`config.mk`:
```
export PLATFORM = sky130hd
export DESIGN_NAME = paddle_update_scheduler
export DESIGN_NICKNAME = d
export VERILOG_FILES = /design/src/rtl/paddle_update_scheduler.sv
export SDC_FILE = /design/constraint.sdc
export NUM_CORES = 1
export LEC_CHECK = 0
export CORE_AREA = 2 2 118 86
export CTS_BUF_LIST = sky130_fd_sc_hd__clkbuf_4
export DETAILED_ROUTE_END_ITERATION = 12
export DIE_AREA = 0 0 120 88
export GPL_TIMING_DRIVEN = 0
export PLACE_DENSITY_LB_ADDON = 0.15
export SLEW_MARGIN = 10
export SYNTH_ARGS = -nofsm -noshare
export SYNTH_HDL_FRONTEND = slang
export SYNTH_SLANG_ARGS = --single-unit
```
`constraint.sdc`:
```
create_clock -name i_clk -period 2 [get_ports i_clk]
set_clock_uncertainty 0.1 [all_clocks]
set_input_delay 0.2 -clock i_clk [delete_from_list [all_inputs] [get_ports i_clk]]
set_output_delay 0.2 -clock i_clk [all_outputs]
set_load 0.02 [all_outputs]
```
`src/rtl/paddle_update_scheduler.sv`:
```
// Parses two-byte UART paddle commands and commits them one per cycle after frame start.
// Latency: pending 1 cycle after data byte; P0/P1 strobes at frame_start+1/+2. No backpressure.
// Optional PADDLE_SCHED_ERRCNT_EN adds a saturating o_err_cnt for dropped/aborted commands.
module paddle_update_scheduler #(
    parameter int POS_MAX   = 479,
    parameter int RESET_POS = 240,
    parameter int TIMEOUT   = 1024
) (
    input  logic       i_clk,
    input  logic       i_rst,
    input  logic       i_rx_valid,
    input  logic [7:0] i_rx_byte,
    input  logic       i_frame_start,
    output logic       o_valid_data,
    output logic [9:0] o_uart_buf,
    output logic       o_player,
    output logic [9:0] o_pos0,
    output logic [9:0] o_pos1,
    output logic       o_busy
`ifdef PADDLE_SCHED_ERRCNT_EN
    ,
    output logic [7:0] o_err_cnt
`endif
);

    localparam int TW = (TIMEOUT > 1) ? $clog2(TIMEOUT) : 1;
    localparam logic [TW-1:0] TMO_LOAD = TW'(TIMEOUT - 1);
    localparam logic [9:0] POS_MAX_V = 10'(POS_MAX);
    localparam logic [9:0] RESET_V   = 10'(RESET_POS);

    localparam logic [0:0] RX_IDLE = 1'b0;
    localparam logic [0:0] RX_HDR  = 1'b1;
    localparam logic [1:0] C_IDLE  = 2'd0;
    localparam logic [1:0] C_P0    = 2'd1;
    localparam logic [1:0] C_P1    = 2'd2;

    logic [0:0]       rx_state_q, rx_state_d;
    logic             hdr_player_q, hdr_player_d;
    logic [2:0]       hdr_pos_q, hdr_pos_d;
    logic [TW-1:0]    tmo_q, tmo_d;
    logic [1:0][9:0]  pend_pos_q, pend_pos_d;
    logic [1:0]       pend_flag_q, pend_flag_d;
    logic [1:0]       c_state_q, c_state_d;
    logic             valid_q, valid_d;
    logic [9:0]       buf_q, buf_d;
    logic             player_q, player_d;
    logic [1:0][9:0]  pos_q, pos_d;
    logic             busy_q, busy_d;

    logic       is_hdr, is_dat, cmd_done, err_evt;
    logic [9:0] cmd_raw, cmd_pos;
    logic       commit_go, commit_sel;
    logic [1:0] flag_clr;
    logic       unused_hdr_bits;

    assign is_hdr          = i_rx_valid & i_rx_byte[7];
    assign is_dat          = i_rx_valid & ~i_rx_byte[7];
    assign cmd_raw         = {hdr_pos_q, i_rx_byte[6:0]};
    assign cmd_pos         = (cmd_raw > POS_MAX_V) ? POS_MAX_V : cmd_raw;
    assign unused_hdr_bits = ^i_rx_byte[5:3];

    always_comb begin
        rx_state_d   = rx_state_q;
        hdr_player_d = hdr_player_q;
        hdr_pos_d    = hdr_pos_q;
        tmo_d        = tmo_q;
        cmd_done     = 1'b0;
        err_evt      = 1'b0;
        case (rx_state_q)
            RX_IDLE: begin
                if (is_hdr) begin
                    hdr_player_d = i_rx_byte[6];
                    hdr_pos_d    = i_rx_byte[2:0];
                    tmo_d        = TMO_LOAD;
                    rx_state_d   = RX_HDR;
                end else if (is_dat) begin
                    err_evt = 1'b1;
                end
            end
            default: begin
                // A byte in the expiry cycle still takes priority over the timeout.
                if (is_hdr) begin
                    hdr_player_d = i_rx_byte[6];
                    hdr_pos_d    = i_rx_byte[2:0];
                    tmo_d        = TMO_LOAD;
                    err_evt      = 1'b1;
                end else if (is_dat) begin
                    cmd_done   = 1'b1;
                    rx_state_d = RX_IDLE;
                end else if (tmo_q == '0) begin
                    err_evt    = 1'b1;
                    rx_state_d = RX_IDLE;
                end else begin
                    tmo_d = tmo_q - TW'(1);
                end
            end
        endcase
    end

    always_comb begin
        c_state_d  = c_state_q;
        commit_go  = 1'b0;
        commit_sel = 1'b0;
        case (c_state_q)
            C_IDLE: if (i_frame_start) begin
                c_state_d = C_P0;
                commit_go = 1'b1;
            end
            C_P0: begin
                c_state_d  = C_P1;
                commit_go  = 1'b1;
                commit_sel = 1'b1;
            end
            default: c_state_d = C_IDLE;
        endcase

        valid_d  = 1'b0;
        buf_d    = buf_q;
        player_d = player_q;
        pos_d    = pos_q;
        flag_clr = 2'b00;
        if (commit_go && pend_flag_q[commit_sel]) begin
            valid_d             = 1'b1;
            buf_d               = pend_pos_q[commit_sel];
            player_d            = commit_sel;
            pos_d[commit_sel]   = pend_pos_q[commit_sel];
            flag_clr[commit_sel] = 1'b1;
        end
        busy_d = (c_state_d != C_IDLE);

        // Commit reads the old pending value; a same-cycle completion stays pending.
        pend_pos_d  = pend_pos_q;
        pend_flag_d = pend_flag_q & ~flag_clr;
        if (cmd_done) begin
            pend_pos_d[hdr_player_q]  = cmd_pos;
            pend_flag_d[hdr_player_q] = 1'b1;
        end
    end

    always_ff @(posedge i_clk) begin
        if (i_rst) begin
            rx_state_q   <= RX_IDLE;
            hdr_player_q <= 1'b0;
            hdr_pos_q    <= 3'd0;
            tmo_q        <= '0;
            pend_pos_q   <= '0;
            pend_flag_q  <= 2'b00;
            c_state_q    <= C_IDLE;
            valid_q      <= 1'b0;
            buf_q        <= RESET_V;
            player_q     <= 1'b0;
            pos_q        <= {RESET_V, RESET_V};
            busy_q       <= 1'b0;
        end else begin
            rx_state_q   <= rx_state_d;
            hdr_player_q <= hdr_player_d;
            hdr_pos_q    <= hdr_pos_d;
            tmo_q        <= tmo_d;
            pend_pos_q   <= pend_pos_d;
            pend_flag_q  <= pend_flag_d;
            c_state_q    <= c_state_d;
            valid_q      <= valid_d;
            buf_q        <= buf_d;
            player_q     <= player_d;
            pos_q        <= pos_d;
            busy_q       <= busy_d;
        end
    end

    assign o_valid_data = valid_q;
    assign o_uart_buf   = buf_q;
    assign o_player     = player_q;
    assign o_pos0       = pos_q[0];
    assign o_pos1       = pos_q[1];
    assign o_busy       = busy_q;

`ifdef PADDLE_SCHED_ERRCNT_EN
    logic [7:0] err_cnt_q, err_cnt_d;
    assign err_cnt_d = (err_evt && err_cnt_q != 8'hFF) ? err_cnt_q + 8'd1 : err_cnt_q;
    always_ff @(posedge i_clk) begin
        if (i_rst) err_cnt_q <= 8'd0;
        else       err_cnt_q <= err_cnt_d;
    end
    assign o_err_cnt = err_cnt_q;
`else
    logic unused_err;
    assign unused_err = err_evt;
`endif

endmodule

```
* After elaboration in Yosys (flattened, before gate mapping)
Index checks and enable logic that the tools add are counted.
Word-level totals: register bits after elaboration 72, output and inout bits 33
Cells by class: reductions and logical operators 8, multiplexer cells 36, equal/unequal tests 3, magnitude comparators 5, add/sub/neg operators 1, bitwise gates (word level) 6
Operators with widths (count):
- $mux W10 | 10
- $bwmux W20 | 2
- $demux W10 S1 | 2
- $mux W1 | 15
- $gt A10 B9 Y1 const B | 1
- $logic_not A10 Y1 | 1
- $sub A10 B1 Y10 const B | 1
- $mux W2 | 3
- $lt A1 B2 Y1 const B | 2
- $ne A2 B2 Y1 const B | 2
- $pmux W2 S2 | 1
- $reduce_bool A2 Y1 | 2
- $logic_and A1 B1 Y1 | 3
- $reduce_and A3 Y1 | 1
- $and A1 B1 Y1 | 2
- $and A2 B2 Y2 | 1
- $demux W1 S1 | 2
- $eq A2 B1 Y1 const B | 1
- $ge A1 B1 Y1 const B | 2
- $logic_not A2 Y1 | 1
- $not A2 Y2 | 1
- $or A2 B2 Y2 | 1
- $pmux W1 S2 | 1
- $not A1 Y1 | 1

* Depth between registers and ports, before layout
Gate-level depths: netlist of run 1.
word-level depth 11, depth in mapped cells 8

* Worst setup path after synthesis of run 1
No wires, ideal clock.
kind register -> register, start point register tmo_q[0], end point register tmo_q[3], data arrival time 1.534 ns, setup slack 0.251 ns, library setup time 0.115 ns, stages on the path, launching flop included 8, required time 1.785 ns, cells stage by stage dfxtp_1 > inv_1 > ha_1 > nor3b_2 > a41oi_2 > buf_6 > mux2_4 > o21a_1
On the way: word-level cells in the longest chain between the ends 5, elaborated cells on any way between the ends 8, classes of those cells add/sub (1); eq/ne (1); mux (4); reduce/logical (2)
RTL lines:
- start, declared | RTL line 40 | logic [TW-1:0] tmo_q, tmo_d;
- start signal, assigned | RTL line 158 | tmo_q <= tmo_d;
- $sub A10 B1 Y10 | RTL line 94 | tmo_d = tmo_q - TW'(1);
- $mux W10 | RTL line 90 | end else if (tmo_q == '0) begin
- $mux W10 | RTL line 87 | end else if (is_dat) begin
- $mux W10 | RTL line 82 | if (is_hdr) begin
- $mux W10 | RTL line 69 | case (rx_state_q)
Several ways; a longest one is shown, not always the timed one. The select of a mux whose other input is x is not followed. A chain may end at the register's enable or synchronous reset.

* Worst setup path in the final report of run 1
start point register tmo_q[0], end point register tmo_q[8]
Same word-level chain as after synthesis.

==> results of run 1 <==
[critical path, stage by stage (launching register included)]
cell and delay [ps]:
dfxtp_2 360, inv_1 50, ha_1 190, nor3b_2 270, a41oi_2 170, buf_6 190
mux2_4 290, o21a_1 160
[where the power goes]
part / switching (W) / internal (W)
clock network: 0.000541 / 0.000635
logic: 0.000146 / 0.000111
registers: 0.0000369 / 0.00147
total: 0.000724 / 0.00222
[worst max path at each step]
| stage | to | startpoint | depth (start not counted) |
|---|---|---|---|
| final | tmo_q[8]$_SDFFE_PP0P_ | tmo_q[0]$_SDFFE_PP0P_ | 7 |
| after global routing | tmo_q[2]$_SDFFE_PP0P_ | tmo_q[0]$_SDFFE_PP0P_ | 8 |
| after CTS | tmo_q[8]$_SDFFE_PP0P_ | tmo_q[0]$_SDFFE_PP0P_ | 7 |
| after detailed placement | tmo_q[8]$_SDFFE_PP0P_ | i_rx_valid | 6 |
| after global placement | tmo_q[8]$_SDFFE_PP0P_ | i_rx_valid | 6 |
| after floorplan | tmo_q[3]$_SDFFE_PP0P_ | tmo_q[0]$_SDFFE_PP0P_ | 7 |
[cell type report]
cell class / count / area (um2)
repair buffers: 43 / 430
clock inverters: 7 / 119
plain buffers: 20 / 109
multi-input cells: 212 / 1200
clock buffers: 9 / 67.6
well taps: 128 / 160
inverters: 4 / 15.0
fillers: 979 / 5880
flip-flops and latches: 72 / 1440
[repair_timing]
action / in CTS / in global routing
gates resized for setup: 0 / 1
setup endpoints to repair: 0 / 4
buffers inserted: 0 / 0
[flip-flops by register name (all words and copies together), names as in the netlist]
| name | count |
|---|---|
| pend_pos_q | 20 |
| o_pos0 | 10 |
| o_pos1 | 10 |
| o_uart_buf | 10 |
| tmo_q | 10 |
| hdr_pos_q | 3 |
| c_state_q | 2 |
| pend_flag_q | 2 |
| hdr_player_q | 1 |
| o_busy | 1 |
| o_player | 1 |
| o_valid_data | 1 |
| rx_state_q | 1 |
[cell usage in the layout (no fill, tap or decap), types with 3 or more instances in the layout]
master,synthesis,final
a211oi_1,18,18
a21oi_1,27,27
a31oi_1,4,4
buf_2,7,7
bufinv_16,0,3
clkbuf_1,10,10
clkbuf_4,0,9
clkdlybuf4s50_1,0,43
dfxtp_1,72,71
inv_1,4,4
nand2_1,44,44
nand2b_1,4,4
nand3_1,6,6
nor2_1,50,50
nor3_1,10,10
nor3b_1,3,3
o21a_1,11,11
o221a_2,6,6
[logic make-up after synthesis]
kind of cell / count (synthesis) / share of synthesized area, %
AND/OR/NAND/NOR: 132 / 21.9
adder cells (fa/ha/maj): 1 / 0.452
multiplexers: 2 / 1.09
buffers and inverters: 24 / 4.48
AO/OA/AOI/OAI: 77 / 20.0
flip-flops: 72 / 52.1
[cells in the mapped netlist (all sizes together)]
master	count
a2111oi	1
a211oi	18
a21boi	1
a21o	1
a21oi	27
a2bb2oi	1
a31o	2
a31oi	4
a41o	1
a41oi	2
and2	1
and3	1
and4	1
buf	9
clkbuf	11
dfxtp	72
ha	1
inv	4
mux2	2
nand2	44
nand2b	4
nand3	6
nand3b	2
nand4	1
nor2	50
nor2b	1
nor3	12
nor3b	4
nor4	2
o21a	11
o221a	6
o22a	1
o22ai	1
or3	1
or3b	1
or4	1
[metrics by stage]
stage / total power [W] / util [%] / cell area [um2]
after detailed placement: 0.00180 / 35.6 / 3360
final: 0.00294 / 37.6 / 3540
after global routing: 0.00312 / 37.6 / 3540
after global placement: 0.00179 / 35.6 / 3360
after CTS: 0.00299 / 37.6 / 3540
after floorplan: 0.00171 / - / 2770
[per-layer routing]
layer | part of all wire [%] | vias up
li1 | - | 1190
met1 | 53 | 1107
met2 | 41 | 61
met3 | 5.6 | 4
met4 | 0.83 | 0
met5 | 0 | -
==> run_results.csv, run 1 <==
group,metric,value,unit
power,p_leak,1.29,nW
logic_synthesis,synth_area_per_cell,8.98,um2
layout,area_delta_synth_final,28.1,%
clock_tree,h-tree-depth,3,
clock_tree,cts_hold_buffers,0,
place,portBuffers,43,
worst_setup_path,cp.required,2210,ps
power,ir_worst_vdd,0.377,mV
grt,grt-busiest-layer,"met1",
clock_tree,cts_tree,"yes",
power,power_density,831,mW/mm2
timing,fmax,0.528,GHz
routing,routed_wl,7080,um
grt,use_met1,20.8,%
logic_synthesis,netlist.area_leader.share,52.1,%
worst_setup_path,crit_type,"reg -> reg",
logic_synthesis,ys_seq_elements,72,
worst_setup_path,start_kind,"flop",
timing,hold_viol_final,0,
layout,layout-drive-gt1-share,12.3,%
grt,gr-usage-all-layers,14.7,%
timing,tightest_slew,792,ps
die,dieArea,0.0106,mm2
logic_synthesis,yosys_warnings,0,
timing,tns,0,ps
status,outcome,"complete, no violations",
grt,grt_pass1_vias,2242,
die,start_util,29.3,%
logic_synthesis,syn_inst,308,
worst_setup_path,crit_path_end_kind,"flop",
clock_tree,clk-insertion-delay-late,410,ps
routing,vias,2362,
timing,finalSetupViolCount,0,
clock_tree,root_buffer,"clkbuf_4",
worst_setup_path,crit_arrival,2100,ps
grt,met2_usage,20.8,%
timing,slew_headroom,46.9,%
timing,setup_slack,106,ps
clock_tree,clk_path_buf_depth,2,
layout,antennaDiodeCount,0,
worst_hold_path,whs_endpoint,"tmo_q[6]$_SDFFE_PP0P_",
timing,fin_hold_ws,219,ps
die,core_area,0.00942,mm2
grt,grt_util_met3,5.60,%
die,rows,30,
routing,drtIter0Drc,140,
place,pre_cts_slack,-15.4,ps
logic_synthesis,yosysSeqAreaShare,52.1,%
routing,avgRoutedWirePerCell,14.3,um
timing,finalCriticalPeriod,1890,ps
die,die_w,120,um
worst_setup_path,reg2reg_from,"tmo_q[0]$_SDFFE_PP0P_",
layout,nNetsFinal,375,
die,die_h,88,um
routing,antenna_left,0,
grt,grt_max_degree,14,
worst_hold_path,hp-start,"i_rst",
worst_setup_path,r2r_end,"tmo_q[8]$_SDFFE_PP0P_",
clock_tree,clock_sinks,72,
flow_run,max_cap_violations,0,
worst_setup_path,path_max_fanout,10,
place,dp.cells,479,
timing,finalCritPeriodShare,94.7,%
worst_setup_path,r2r_cells,7,
layout,final_cells,495,
logic_synthesis,yosys-top-cells-area,"dfxtp_1 52%, nor2_1 6.8%, nand2_1 6.0%",
clock_tree,cts_inserted_buffers,9,
worst_hold_path,min_path_type,"in -> reg",
grt,antenna_found_initial,0,
logic_synthesis,syn_area,0.00277,mm2
grt,grt_first_pass_wirelength,11800,um
routing,dr.pass1.iters,4,
grt,overflow,0,
logic_synthesis,syn-num-nets,321,
logic_synthesis,synth_top_area_cell,"dfxtp_1",
place,hpwlAfterDp,5050,um
routing,drt_drc_violations_left,0,
logic_synthesis,yosys.cell_types.count,42,
worst_hold_path,min_path_cells,3,
routing,post_drt_via_cell_ratio,4.77,
timing,maxSlewViolCount,0,
place,gp_congestion,0.782,
clock_tree,clk_pin_slew,130,ps
timing,rsz0062_at_grt,"no",
worst_setup_path,ff2ff_setup_slack,110,ps
die,pin_count,45,
Note: power is estimated with default switching activity, not from simulation.
==> run 2, diff against run 1 <==
--- a/config.mk
+++ b/config.mk
@@ -11,7 +11,7 @@
 export DIE_AREA = 0 0 120 88
 export GPL_TIMING_DRIVEN = 0
 export PLACE_DENSITY_LB_ADDON = 0.15
-export SLEW_MARGIN = 10
+export SLEW_MARGIN = 20
 export SYNTH_ARGS = -nofsm -noshare
 export SYNTH_HDL_FRONTEND = slang
 export SYNTH_SLANG_ARGS = --single-unit
==> results of run 2 <==
Same layout as run 1: the final DEF is identical, and so are final timing and power.
==> run 3, diff against run 2 <==
--- a/config.mk
+++ b/config.mk
@@ -5,10 +5,10 @@
 export SDC_FILE = /design/constraint.sdc
 export NUM_CORES = 1
 export LEC_CHECK = 0
-export CORE_AREA = 2 2 118 86
+export CORE_AREA = 2 2 93 68
 export CTS_BUF_LIST = sky130_fd_sc_hd__clkbuf_4
 export DETAILED_ROUTE_END_ITERATION = 12
-export DIE_AREA = 0 0 120 88
+export DIE_AREA = 0 0 95 70
 export GPL_TIMING_DRIVEN = 0
 export PLACE_DENSITY_LB_ADDON = 0.15
 export SLEW_MARGIN = 20
==> run 3 against run 2 <==
Compared with the run above:
- combinational power increased by 2%
- setup slack better by 10 ps
- critical path type unchanged
- hold slack worse by 44 ps
- design area decreased by 4.1%
==> run_results.csv, run 3 (same netlist as run 1, synthesis figures left out) <==
group,metric,value,unit
layout,final_cells,444,
timing,fmax,0.531,GHz
worst_setup_path,cp.required,2210,ps
timing,finalCriticalPeriod,1880,ps
routing,antenna_left,0,
worst_setup_path,crit_type,"reg -> reg",
worst_setup_path,path_max_fanout,10,
clock_tree,root_buffer,"clkbuf_4",
layout,layout_common_cells,"72 x dfxtp_1, 50 x nor2_1, 44 x nand2_1, 43 x clkdlybuf4s50_1, 27 x a21oi_1",
clock_tree,clk_pin_slew,100,ps
worst_setup_path,reg2reg_from,"tmo_q[0]$_SDFFE_PP0P_",
timing,rsz0062_at_grt,"no",
routing,drtIter0Drc,126,
timing,tns,0,ps
worst_setup_path,r2r_cells,7,
routing,dr.pass1.iters,5,
die,die_h,70,um
timing,tightest_slew,773,ps
power,p_comb_share,10.4,%
power,power_density,734,mW/mm2
layout,largest_reg_flops,20,
layout,final_util,57.5,%
grt,gr-usage-all-layers,21.1,%
power,intPower,0.00184,W
layout,antennaDiodeCount,0,
routing,avgRoutedWirePerCell,14.6,um
place,dp.cells,429,
layout,nNetsFinal,375,
clock_tree,clock_sinks,72,
clock_tree,cts_setup_buffers,0,
grt,grt_pass1_vias,2150,
flow_run,max_cap_violations,0,
grt,overflow,0,
place,hpwlAfterDp,4590,um
layout,largest_register,"pend_pos_q",
worst_setup_path,r2r_end,"tmo_q[3]$_SDFFE_PP0P_",
power,pwr-share-seq,60.5,%
die,rows,24,
routing,routed_wl,6460,um
timing,hold_viol_final,0,
clock_tree,ctsResizeCount,0,
layout,area_delta_synth_final,22.9,%
clock_tree,cts_hold_buffers,0,
timing,maxSlewViolCount,0,
status,outcome,"complete, no violations",
clock_tree,h-tree-depth,3,
power,swShare,26.4,%
worst_setup_path,start_kind,"flop",
power,p_sw,0.000658,W
worst_setup_path,crit_path_end_kind,"flop",
die,core_area,0.00592,mm2
place,portBuffers,43,
power,power,0.00249,W
power,clockPowerShare,29.0,%
place,gp_congestion,0.849,
timing,slew_headroom,48.2,%
worst_hold_path,whs_endpoint,"tmo_q[6]$_SDFFE_PP0P_",
die,die_w,95,um
clock_tree,cts_inserted_buffers,9,
worst_hold_path,hp-start,"i_rst",
worst_setup_path,ff2ff_setup_slack,120,ps
clock_tree,cts_tree,"yes",
grt,antenna_found_initial,0,
worst_setup_path,crit_arrival,2090,ps
layout,final_common_cell,"dfxtp_1",
die,pin_count,45,
power,p_leak,1.26,nW
power,ir_worst_vdd,0.307,mV
routing,drt_drc_violations_left,0,
routing,vias,2284,
clock_tree,clk-insertion-delay-late,410,ps
die,start_util,46.7,%
grt,grt_max_degree,12,
layout,layout-drive-gt1-share,11.5,%
worst_hold_path,min_path_cells,3,
timing,finalSetupViolCount,0,
die,dieArea,0.00665,mm2
worst_hold_path,min_path_type,"in -> reg",
timing,finalCritPeriodShare,94.2,%
grt,grt_first_pass_wirelength,10700,um
routing,post_drt_via_cell_ratio,5.14,
clock_tree,clk_path_buf_depth,2,
## run 3: cell types whose count changed in the layout (fill, tap and decap cells not counted)
cell       delta
nor3b_4       +1
dfxtp_2       -1
clkinv_2      +2
clkinv_4      -1
clkinv_1      +1
clkbuf_4      +1
nor3b_2       -1
dfxtp_1       +1
inv_6         -1
bufinv_16     -3
## run 3: worst max-delay path by stage
stage / slack (ps) / from / depth (start not counted) / end
after floorplan: 250 / tmo_q[0]$_SDFFE_PP0P_ / 7 / tmo_q[3]$_SDFFE_PP0P_
after global placement: 20 / i_rx_valid / 6 / tmo_q[8]$_SDFFE_PP0P_
after detailed placement: 30 / i_rx_valid / 6 / tmo_q[8]$_SDFFE_PP0P_
after CTS: 110 / tmo_q[0]$_SDFFE_PP0P_ / 7 / tmo_q[8]$_SDFFE_PP0P_
after global routing: 10 / tmo_q[0]$_SDFFE_PP0P_ / 7 / tmo_q[3]$_SDFFE_PP0P_
final: 120 / tmo_q[0]$_SDFFE_PP0P_ / 7 / tmo_q[3]$_SDFFE_PP0P_
## run 3: routing by layer
layer,global-route usage (%),vias up,share of wire (%)
li1,-,1191,-
met1,30.4,1043,53
met2,29.1,46,42
met3,7.12,4,4.4
met4,8.21,0,0.82
met5,0,-,0
## run 3: layout make-up
| class | instances | area, um2 |
|---|---|---|
| Fill cell | 548 | 2520 |
| Sequential cell | 72 | 1440 |
| Multi-Input combinational cell | 212 | 1210 |
| Timing Repair Buffer | 43 | 430 |
| Buffer | 20 | 109 |
| Tap cell | 78 | 97.6 |
| Clock buffer | 10 | 75.1 |
| Clock inverter | 5 | 25.0 |
| Inverter | 4 | 15.0 |
## run 3: worst max-delay path, stage by stage (launching register included)
cell and delay, ps:
dfxtp_1 390, inv_1 60, ha_1 240, nor3b_4 170, a41oi_2 170, buf_6 180, mux2_4 300, o21a_1 160
## run 3: stage by stage
step	setup WS, ps	area [um2]	hold slack, ps
4_1_cts	105	3390	162
3_5_place_dp	26.7	3290	334
5_1_grt	15.0	3400	189
3_3_place_gp	21.9	3290	335
2_1_floorplan	251	2770	236
6_report	117	3400	175
## run 3: power by group through the flow
stage	clock network, W	logic, W	registers, W
after floorplan	0	0.000166	0.00154
after global placement	0	0.000250	0.00154
after detailed placement	0	0.000255	0.00154
after CTS	0.000753	0.000256	0.00151
after global routing	0.000813	0.000290	0.00152
final	0.000724	0.000261	0.00151
